### config.mk
export PLATFORM = sky130hd
export DESIGN_NAME = btn_debounce
export DESIGN_NICKNAME = d
export VERILOG_FILES = /design/src/rtl/btn_debounce_pkg.sv /design/src/rtl/btn_debounce_ch.sv /design/src/rtl/btn_debounce.sv
export SDC_FILE = /design/constraint.sdc
export NUM_CORES = 1
export LEC_CHECK = 0
export ABC_AREA = 1
export ABC_CLOCK_PERIOD_IN_PS = 1600
export CORE_ASPECT_RATIO = 2
export CORE_MARGIN = 3
export CORE_UTILIZATION = 38
export DETAILED_ROUTE_END_ITERATION = 8
export DONT_BUFFER_PORTS = 1
export PLACE_DENSITY_LB_ADDON = 0.08
export SLEW_MARGIN = 20
export SYNTH_ARGS = -nofsm -noshare
export SYNTH_HDL_FRONTEND = slang
export SYNTH_SLANG_ARGS = --single-unit
export TNS_END_PERCENT = 100
### constraint.sdc
create_clock -name clk -period 1.6 [get_ports clk]
set_clock_uncertainty 0.05 [all_clocks]
set_input_delay 0.32 -clock clk [delete_from_list [all_inputs] [get_ports clk]]
set_output_delay 0.32 -clock clk [all_outputs]
set_load 0.01 [all_outputs]
### src/rtl/btn_debounce_pkg.sv
// rtl/btn_debounce_pkg.sv - shared state encodings for the push-button debouncer
// Purpose: per-channel FSM state type used by btn_debounce_ch.
//   S_LOW  : stable low level
//   S_RISE : qualifying a low->high change
//   S_HIGH : stable high level
//   S_FALL : qualifying a high->low change
// Ports: none (package).
package btn_debounce_pkg;

  typedef enum logic [1:0] {
    S_LOW  = 2'b00,
    S_RISE = 2'b01,
    S_HIGH = 2'b11,
    S_FALL = 2'b10
  } db_state_e;

endpackage

### src/rtl/btn_debounce_ch.sv
// rtl/btn_debounce_ch.sv - one debounce channel: 2-flop synchroniser, qualify counter, FSM
// Purpose: brings one raw asynchronous button level into clk and only lets db_out follow
//   a new level after it has been seen for STABLE_CYCLES consecutive cycles.
// Ports:
//   clk      in   system clock, posedge
//   rst_n    in   synchronous reset, active-low
//   raw      in   raw asynchronous button level, active-high
//   db_out   out  debounced level (registered)
//   bouncing out  1 while a candidate change is being qualified (registered)
module btn_debounce_ch
  import btn_debounce_pkg::*;
#(
  parameter int STABLE_CYCLES = 500000,
  parameter int CNT_W         = $clog2(STABLE_CYCLES)
) (
  input  logic clk,
  input  logic rst_n,
  input  logic raw,
  output logic db_out,
  output logic bouncing
);

  localparam logic [CNT_W-1:0] CNT_LAST = CNT_W'(STABLE_CYCLES - 1);
  localparam logic [CNT_W-1:0] CNT_ZERO = '0;
  localparam logic [CNT_W-1:0] CNT_ONE  = CNT_W'(1);

  logic             sync1;
  logic             sync2;
  logic [CNT_W-1:0] cnt;
  db_state_e        state;

  // Synchroniser: the FSM only ever looks at sync2.
  always_ff @(posedge clk) begin
    if (!rst_n) begin
      sync1 <= 1'b0;
      sync2 <= 1'b0;
    end else begin
      sync1 <= raw;
      sync2 <= sync1;
    end
  end

  // Qualify FSM. Outputs are updated together with the state so they are
  // plain flop outputs and can never glitch. The counter is only non-zero
  // while in S_RISE/S_FALL and stops at CNT_LAST, where the state moves on.
  always_ff @(posedge clk) begin
    if (!rst_n) begin
      state    <= S_LOW;
      cnt      <= CNT_ZERO;
      db_out   <= 1'b0;
      bouncing <= 1'b0;
    end else begin
      case (state)
        S_LOW: begin
          cnt <= CNT_ZERO;
          if (sync2) begin
            state    <= S_RISE;
            bouncing <= 1'b1;
          end
        end
        S_RISE: begin
          if (!sync2) begin
            // Opposite level during qualification: drop the candidate.
            state    <= S_LOW;
            cnt      <= CNT_ZERO;
            bouncing <= 1'b0;
          end else if (cnt == CNT_LAST) begin
            state    <= S_HIGH;
            cnt      <= CNT_ZERO;
            db_out   <= 1'b1;
            bouncing <= 1'b0;
          end else begin
            cnt <= cnt + CNT_ONE;
          end
        end
        S_HIGH: begin
          cnt <= CNT_ZERO;
          if (!sync2) begin
            state    <= S_FALL;
            bouncing <= 1'b1;
          end
        end
        S_FALL: begin
          if (sync2) begin
            state    <= S_HIGH;
            cnt      <= CNT_ZERO;
            bouncing <= 1'b0;
          end else if (cnt == CNT_LAST) begin
            state    <= S_LOW;
            cnt      <= CNT_ZERO;
            db_out   <= 1'b0;
            bouncing <= 1'b0;
          end else begin
            cnt <= cnt + CNT_ONE;
          end
        end
        default: begin
          // Unreachable encoding: recover to a known released button.
          state    <= S_LOW;
          cnt      <= CNT_ZERO;
          db_out   <= 1'b0;
          bouncing <= 1'b0;
        end
      endcase
    end
  end

endmodule

### src/rtl/btn_debounce.sv
// rtl/btn_debounce.sv - multi-channel push-button debouncer top
// Purpose: N_BTN independent debounce channels; feeds the edge-to-pulse stage.
// Ports:
//   clk      in   [1]      system clock, posedge
//   rst_n    in   [1]      synchronous reset, active-low
//   btn_raw  in   [N_BTN]  raw asynchronous button levels, active-high
//   db_out   out  [N_BTN]  debounced level per channel
//   bouncing out  [N_BTN]  1 while channel i is qualifying a candidate change
module btn_debounce
  import btn_debounce_pkg::*;
#(
  parameter int N_BTN         = 1,
  parameter int STABLE_CYCLES = 500000
) (
  input  logic             clk,
  input  logic             rst_n,
  input  logic [N_BTN-1:0] btn_raw,
  output logic [N_BTN-1:0] db_out,
  output logic [N_BTN-1:0] bouncing
);

  localparam int CNT_W = $clog2(STABLE_CYCLES);

  for (genvar i = 0; i < N_BTN; i++) begin : g_ch
    btn_debounce_ch #(
      .STABLE_CYCLES(STABLE_CYCLES),
      .CNT_W        (CNT_W)
    ) u_ch (
      .clk     (clk),
      .rst_n   (rst_n),
      .raw     (btn_raw[i]),
      .db_out  (db_out[i]),
      .bouncing(bouncing[i])
    );
  end

endmodule

Word-level counts from Yosys, hierarchy flattened
Index checks and enable logic that the tools add are counted.
- logic and storage cells: 47
- bits in registers: 25
- input bits: 3
- $add $sub $neg: 1
- equal/unequal tests: 12
- muxes and demuxes: 22
- reductions and logical operators: 6
- operators by type and width (cell ; number):
    $mux W19 ; 3
    $pmux W19 S3 ; 1
    $add A19 B1 Y19 const B ; 1
    $eq A19 B19 Y1 const B ; 1
    $mux W2 ; 6
    $mux W1 ; 9
    $ne A2 B1 Y1 const B ; 4
    $pmux W2 S4 ; 1
    $reduce_and A5 Y1 ; 1
    $eq A2 B2 Y1 const B ; 2
    $ne A2 B2 Y1 const B ; 2
    $pmux W1 S4 ; 1
    $reduce_and A4 Y1 ; 1
    $ne A3 B1 Y1 const B ; 1
    $ne A3 B3 Y1 const B ; 1
    $eq A2 B1 Y1 const B ; 1
    $logic_not A2 Y1 ; 1
    $pmux W1 S2 ; 1
    $reduce_and A2 Y1 ; 1
    $reduce_bool A2 Y1 ; 1
    $reduce_or A2 Y1 ; 1

Longest topological paths before layout
- word-level depth: 4
- depth in mapped cells: 10

Worst setup path before layout
No wires, ideal clock.
- path type: register to register
- from: register g_ch[0].u_ch.state[0]
- to: register g_ch[0].u_ch.cnt[5]
- buffers on the path: 1
- data required time: 1.477 ns
- arrival time: 1.352 ns
- period minus slack after synthesis: 1.475 ns
- slack: 0.125 ns
- setup time: 0.073 ns
- cell stages (with the launch flop): 10
- cells stage by stage: dfxtp_1 > inv_1 > ha_1 > nand2_1 > o21ai_1 > nand2_1 > nor2_4 > inv_2 > buf_6 > nor3_4
- longest elaborated chain between the ends: 3
- elaborated cells between the ends (all ways): 6
- classes of those cells: eq/ne: 3; mux: 1; reduce/logical: 2
- RTL lines (what ; RTL line ; RTL):
    from (decl) ; btn_debounce_ch.sv:30 ; db_state_e state;
    from (signal assigned) ; btn_debounce_ch.sv:48 ; state <= S_LOW;
    from (signal assigned) ; btn_debounce_ch.sv:57 ; state <= S_RISE;
    from (signal assigned) ; btn_debounce_ch.sv:64 ; state <= S_LOW;
    $eq A2 B2 Y1 or $logic_not A2 Y1 (tied branches) ; btn_debounce_ch.sv:53 ; case (state)
    $reduce_or A2 Y1 (no line) ; n/a ;
    $pmux W19 S3 (*) ; btn_debounce_ch.sv:53 ;
    to (signal assigned) ; btn_debounce_ch.sv:73 ; cnt <= cnt + CNT_ONE;
    to (signal assigned) ; btn_debounce_ch.sv:94 ; cnt <= cnt + CNT_ONE;
    to (decl) ; btn_debounce_ch.sv:29 ; logic [CNT_W-1:0] cnt;
Mark *: on every way between the ends. The rest lies on a longest branch, timed or not.
A chain may end at the register's enable or synchronous reset.

Worst setup path after layout
- from: register g_ch[0].u_ch.state[0]
- to: register g_ch[0].u_ch.bouncing
- longest elaborated chain between the ends: 3
- elaborated cells between the ends (all ways): 8
- classes of those cells: eq/ne: 5; mux: 1; reduce/logical: 2
- RTL lines (what ; RTL line ; RTL):
    $eq A2 B2 Y1 or $logic_not A2 Y1 (tied branches) ; btn_debounce_ch.sv:53 ;
    $ne A2 B2 Y1 (no line) or $ne A2 B1 Y1 (tied branches) ; n/a ;
    $reduce_and A2 Y1 (no line) ; n/a ;
    to (signal assigned) ; btn_debounce_ch.sv:51 ; bouncing <= 1'b0;
    to (signal assigned) ; btn_debounce_ch.sv:58 ; bouncing <= 1'b1;
    to (signal assigned) ; btn_debounce_ch.sv:66 ; bouncing <= 1'b0;
    to (decl) ; btn_debounce_ch.sv:20 ; output logic bouncing
Several ways; a longest one is shown, not always the timed one.

==> results.py <==
metrics = {
    "place": {
        "gp_congestion": 0.857,
        "post-dp-hpwl_um": 2760,
        "io_buffer_count": 0,
        "place_ws_ns": -0.0277,
    },
    "clock_network": {
        "cts_tree": "built",
        "numCtsBuffers": 3,
        "cts_sinks": 25,
        "clock_path_buffers": 2,
        "clock_latency_ns": 0.28,
        "cts_max_level": 1,
        "cts-root-buf": "clkbuf_8",
        "clk_pin_slew_ns": 0.09,
    },
    "power_and_ir_drop": {
        "worst_ir_drop_vdd_v": 0.000684,
        "power_density_nw_per_um2": 1030,
        "leakage_nw": 0.675,
    },
    "detailed_routing": {
        "wirelength_um": 3490,
        "viasPerCell": 4.80,
        "drt_iter0_drc": 26,
        "post-route-drc-count": 0,
        "firstDrtPassIters": 4,
        "route.vias.total": 1306,
        "final_antenna_net_count": 0,
        "wl_per_cell_um": 12.8,
    },
    "hold_path": {
        "hp-class": "in -> reg",
        "min_path_cells": 2,
        "holdPathEnd": "g_ch[0].u_ch.sync2",
        "min_from": "rst_n",
    },
    "die": {
        "num_io_pins": 5,
        "die_h_um": 94.0,
        "die_w_um": 50.0,
        "coreArea_um2": 3680,
        "start_util": 0.400,
        "dieArea_um2": 4700,
        "rows": 31,
    },
    "finish": {
        "nNetsFinal": 234,
        "final_common_cell": "nand2_1",
        "drive_above_1_share": 0.251,
        "final_cell_mix": "nand2_1 (40), nor2_1 (31), inv_1 (28)",
        "fill_cells": 396,
        "diodes": 0,
        "syn2layout_area_growth_pct": 15.8,
        "utilization": 0.463,
    },
    "global_route": {
        "grt_max_degree": 14,
        "antenna_found_initial": 0,
        "grtUsageTotal": 0.163,
        "grt_pass1_vias": 1323,
        "grt-ovfl-total": 0,
        "grt_pass1_wl_um": 5660,
    },
    "synthesis": {
        "synthTopCellsByArea": "dfxtp_1 (34%), nand2_1 (11%), nor2_1 (8.4%)",
        "syn-instance-count": 209,
        "ys.warnings.count": 0,
        "avgSynthCellArea_um2": 7.05,
        "ys_ff_latch": 25,
        "synth_top_cell_by_area": "dfxtp_1",
        "yosysUniqueCellTypes": 26,
        "synth_top_area_frac": 0.340,
        "yosysSeqAreaShare": 0.340,
        "synth_area_um2": 1470,
        "synth_fp_nets": 219,
    },
    "critical_path": {
        "worst_setup_path_start_kind": "register",
        "end_kind": "register",
        "cp_max_fo": 5,
        "rr_endpoint": "g_ch[0].u_ch.bouncing",
        "cp.arrival_ns": 1.65,
        "regToRegStartpoint": "g_ch[0].u_ch.state[0]",
        "r2r_cells": 9,
        "r2r_slack_ns": 0.08,
        "worstPathRequired_ns": 1.73,
        "path_class": "reg -> reg",
    },
    "sta": {
        "fmax_ghz": 0.656,
        "setup_viol": 0,
        "tightest_slew_ns": 0.521,
        "drv_slew": 0,
        "hold_viol_final": 0,
        "max_slew_margin": 0.650,
        "setup_ws_ns": 0.0764,
        "period_needed_ns": 1.52,
        "finalCritPeriodShare": 0.952,
    },
    "status": {
        "status": "finished clean",
    },
    "run": {
        "max_cap_violations": 0,
    },
}
-- sequential cells by signal, summed over array words and instances, names as in the netlist --
| name | count |
|---|---|
| g_ch.u_ch.db_out | 1 |
| g_ch.u_ch.bouncing | 1 |
| g_ch.u_ch.state | 2 |
| g_ch.u_ch.cnt | 19 |
| g_ch.u_ch.sync1 | 1 |
| g_ch.u_ch.sync2 | 1 |
-- per-layer routing --
layer  vias to the layer above  track usage  part of all wire
met5                         -            0                 0
li1                        685            -                 -
met1                       594        0.137              0.35
met3                        11       0.0223             0.021
met2                        16        0.326              0.59
met4                         0        0.109             0.043
-- critical path, cell delays in order, from the launching register on --
cell,delay [ns]
dfxtp_2,0.34
buf_4,0.12
ha_1,0.18
inv_1,0.06
nand2_1,0.05
o21ai_0,0.08
buf_4,0.16
or2_2,0.27
nand3_1,0.08
inv_1,0.04
-- logic make-up (layout without fill, tap and decap cells) --
family	count (synthesis)	count (layout)	share of synthesized area
AND/OR/NAND/NOR	118	118	0.408
buffers and inverters	36	50	0.0969
flip-flops	25	25	0.340
AO/OA/AOI/OAI	17	17	0.0603
adder cells (fa/ha/maj)	7	7	0.0595
XOR/XNOR	6	6	0.0357
-- area by class of cell --
type | count | area, um2 | share of cell area
repair buffers | 11 | 95.1 | 0.0558
flip-flops and latches | 25 | 507 | 0.297
inverters | 35 | 134 | 0.0785
well taps | 49 | 61.3 | 0.0360
multi-input cells | 148 | 863 | 0.506
clock buffers | 4 | 45.0 | 0.0264
-- worst max-delay path by stage --
stage	start	end	slack [ns]	cells past startpoint
2_1_floorplan	g_ch[0].u_ch.state[0]	g_ch[0].u_ch.cnt[5]	0.13	9
3_3_place_gp	g_ch[0].u_ch.state[0]	g_ch[0].u_ch.state[0]	0.006	9
3_5_place_dp	g_ch[0].u_ch.state[0]	g_ch[0].u_ch.cnt[2]	-0.03	8
4_1_cts	g_ch[0].u_ch.cnt[0]	g_ch[0].u_ch.state[0]	0.01	9
5_1_grt	g_ch[0].u_ch.state[0]	g_ch[0].u_ch.cnt[10]	-0.009	9
6_report	g_ch[0].u_ch.state[0]	g_ch[0].u_ch.bouncing	0.08	9
-- cell usage after synthesis --
library cell / n
a21oi_1: 8
nor2_4: 2
nand4_1: 5
o21ai_0: 5
clkinv_1: 1
ha_1: 7
nand3_2: 6
or2_2: 1
o21ai_1: 2
inv_1: 30
nand2_2: 3
nor4_1: 2
inv_2: 4
o21bai_1: 1
xnor2_1: 1
buf_6: 1
nor2_2: 7
o22ai_1: 1
nor3_1: 2
nor3b_1: 2
nand2_1: 42
dfxtp_1: 25
nor3_4: 3
nand3_1: 10
xor2_1: 5
nor2_1: 33
-- power breakdown --
group          internal, mW  switching, mW  leakage, nW
Sequential            0.677         0.0470        0.205
Clock                 0.179          0.214       0.0228
Combinational         0.284          0.364        0.447
-- timing repair --
item / 4_1_cts / 5_1_grt
buffers inserted: 2 / 1
hold buffers: 0 / 0
resized for setup: 3 / 15
pin swaps: 2 / 4
endpoints found under the setup margin: 3 / 9
endpoints found under the hold margin: 0 / 0
-- metrics by stage --
stage	TNS [ns]	cells	hold WS (ns)	instance area (um2)	power [mW]
6_report	0	272	0.0872	1710	1.76
4_1_cts	0	271	0.0839	1660	1.72
2_1_floorplan	0	209	0.340	1470	1.14
3_3_place_gp	0	265	0.350	1580	1.30
5_1_grt	-0.0126	272	0.0758	1710	1.91
3_5_place_dp	-0.0476	265	0.355	1580	1.30
Note: power is estimated with default switching activity, not from simulation.
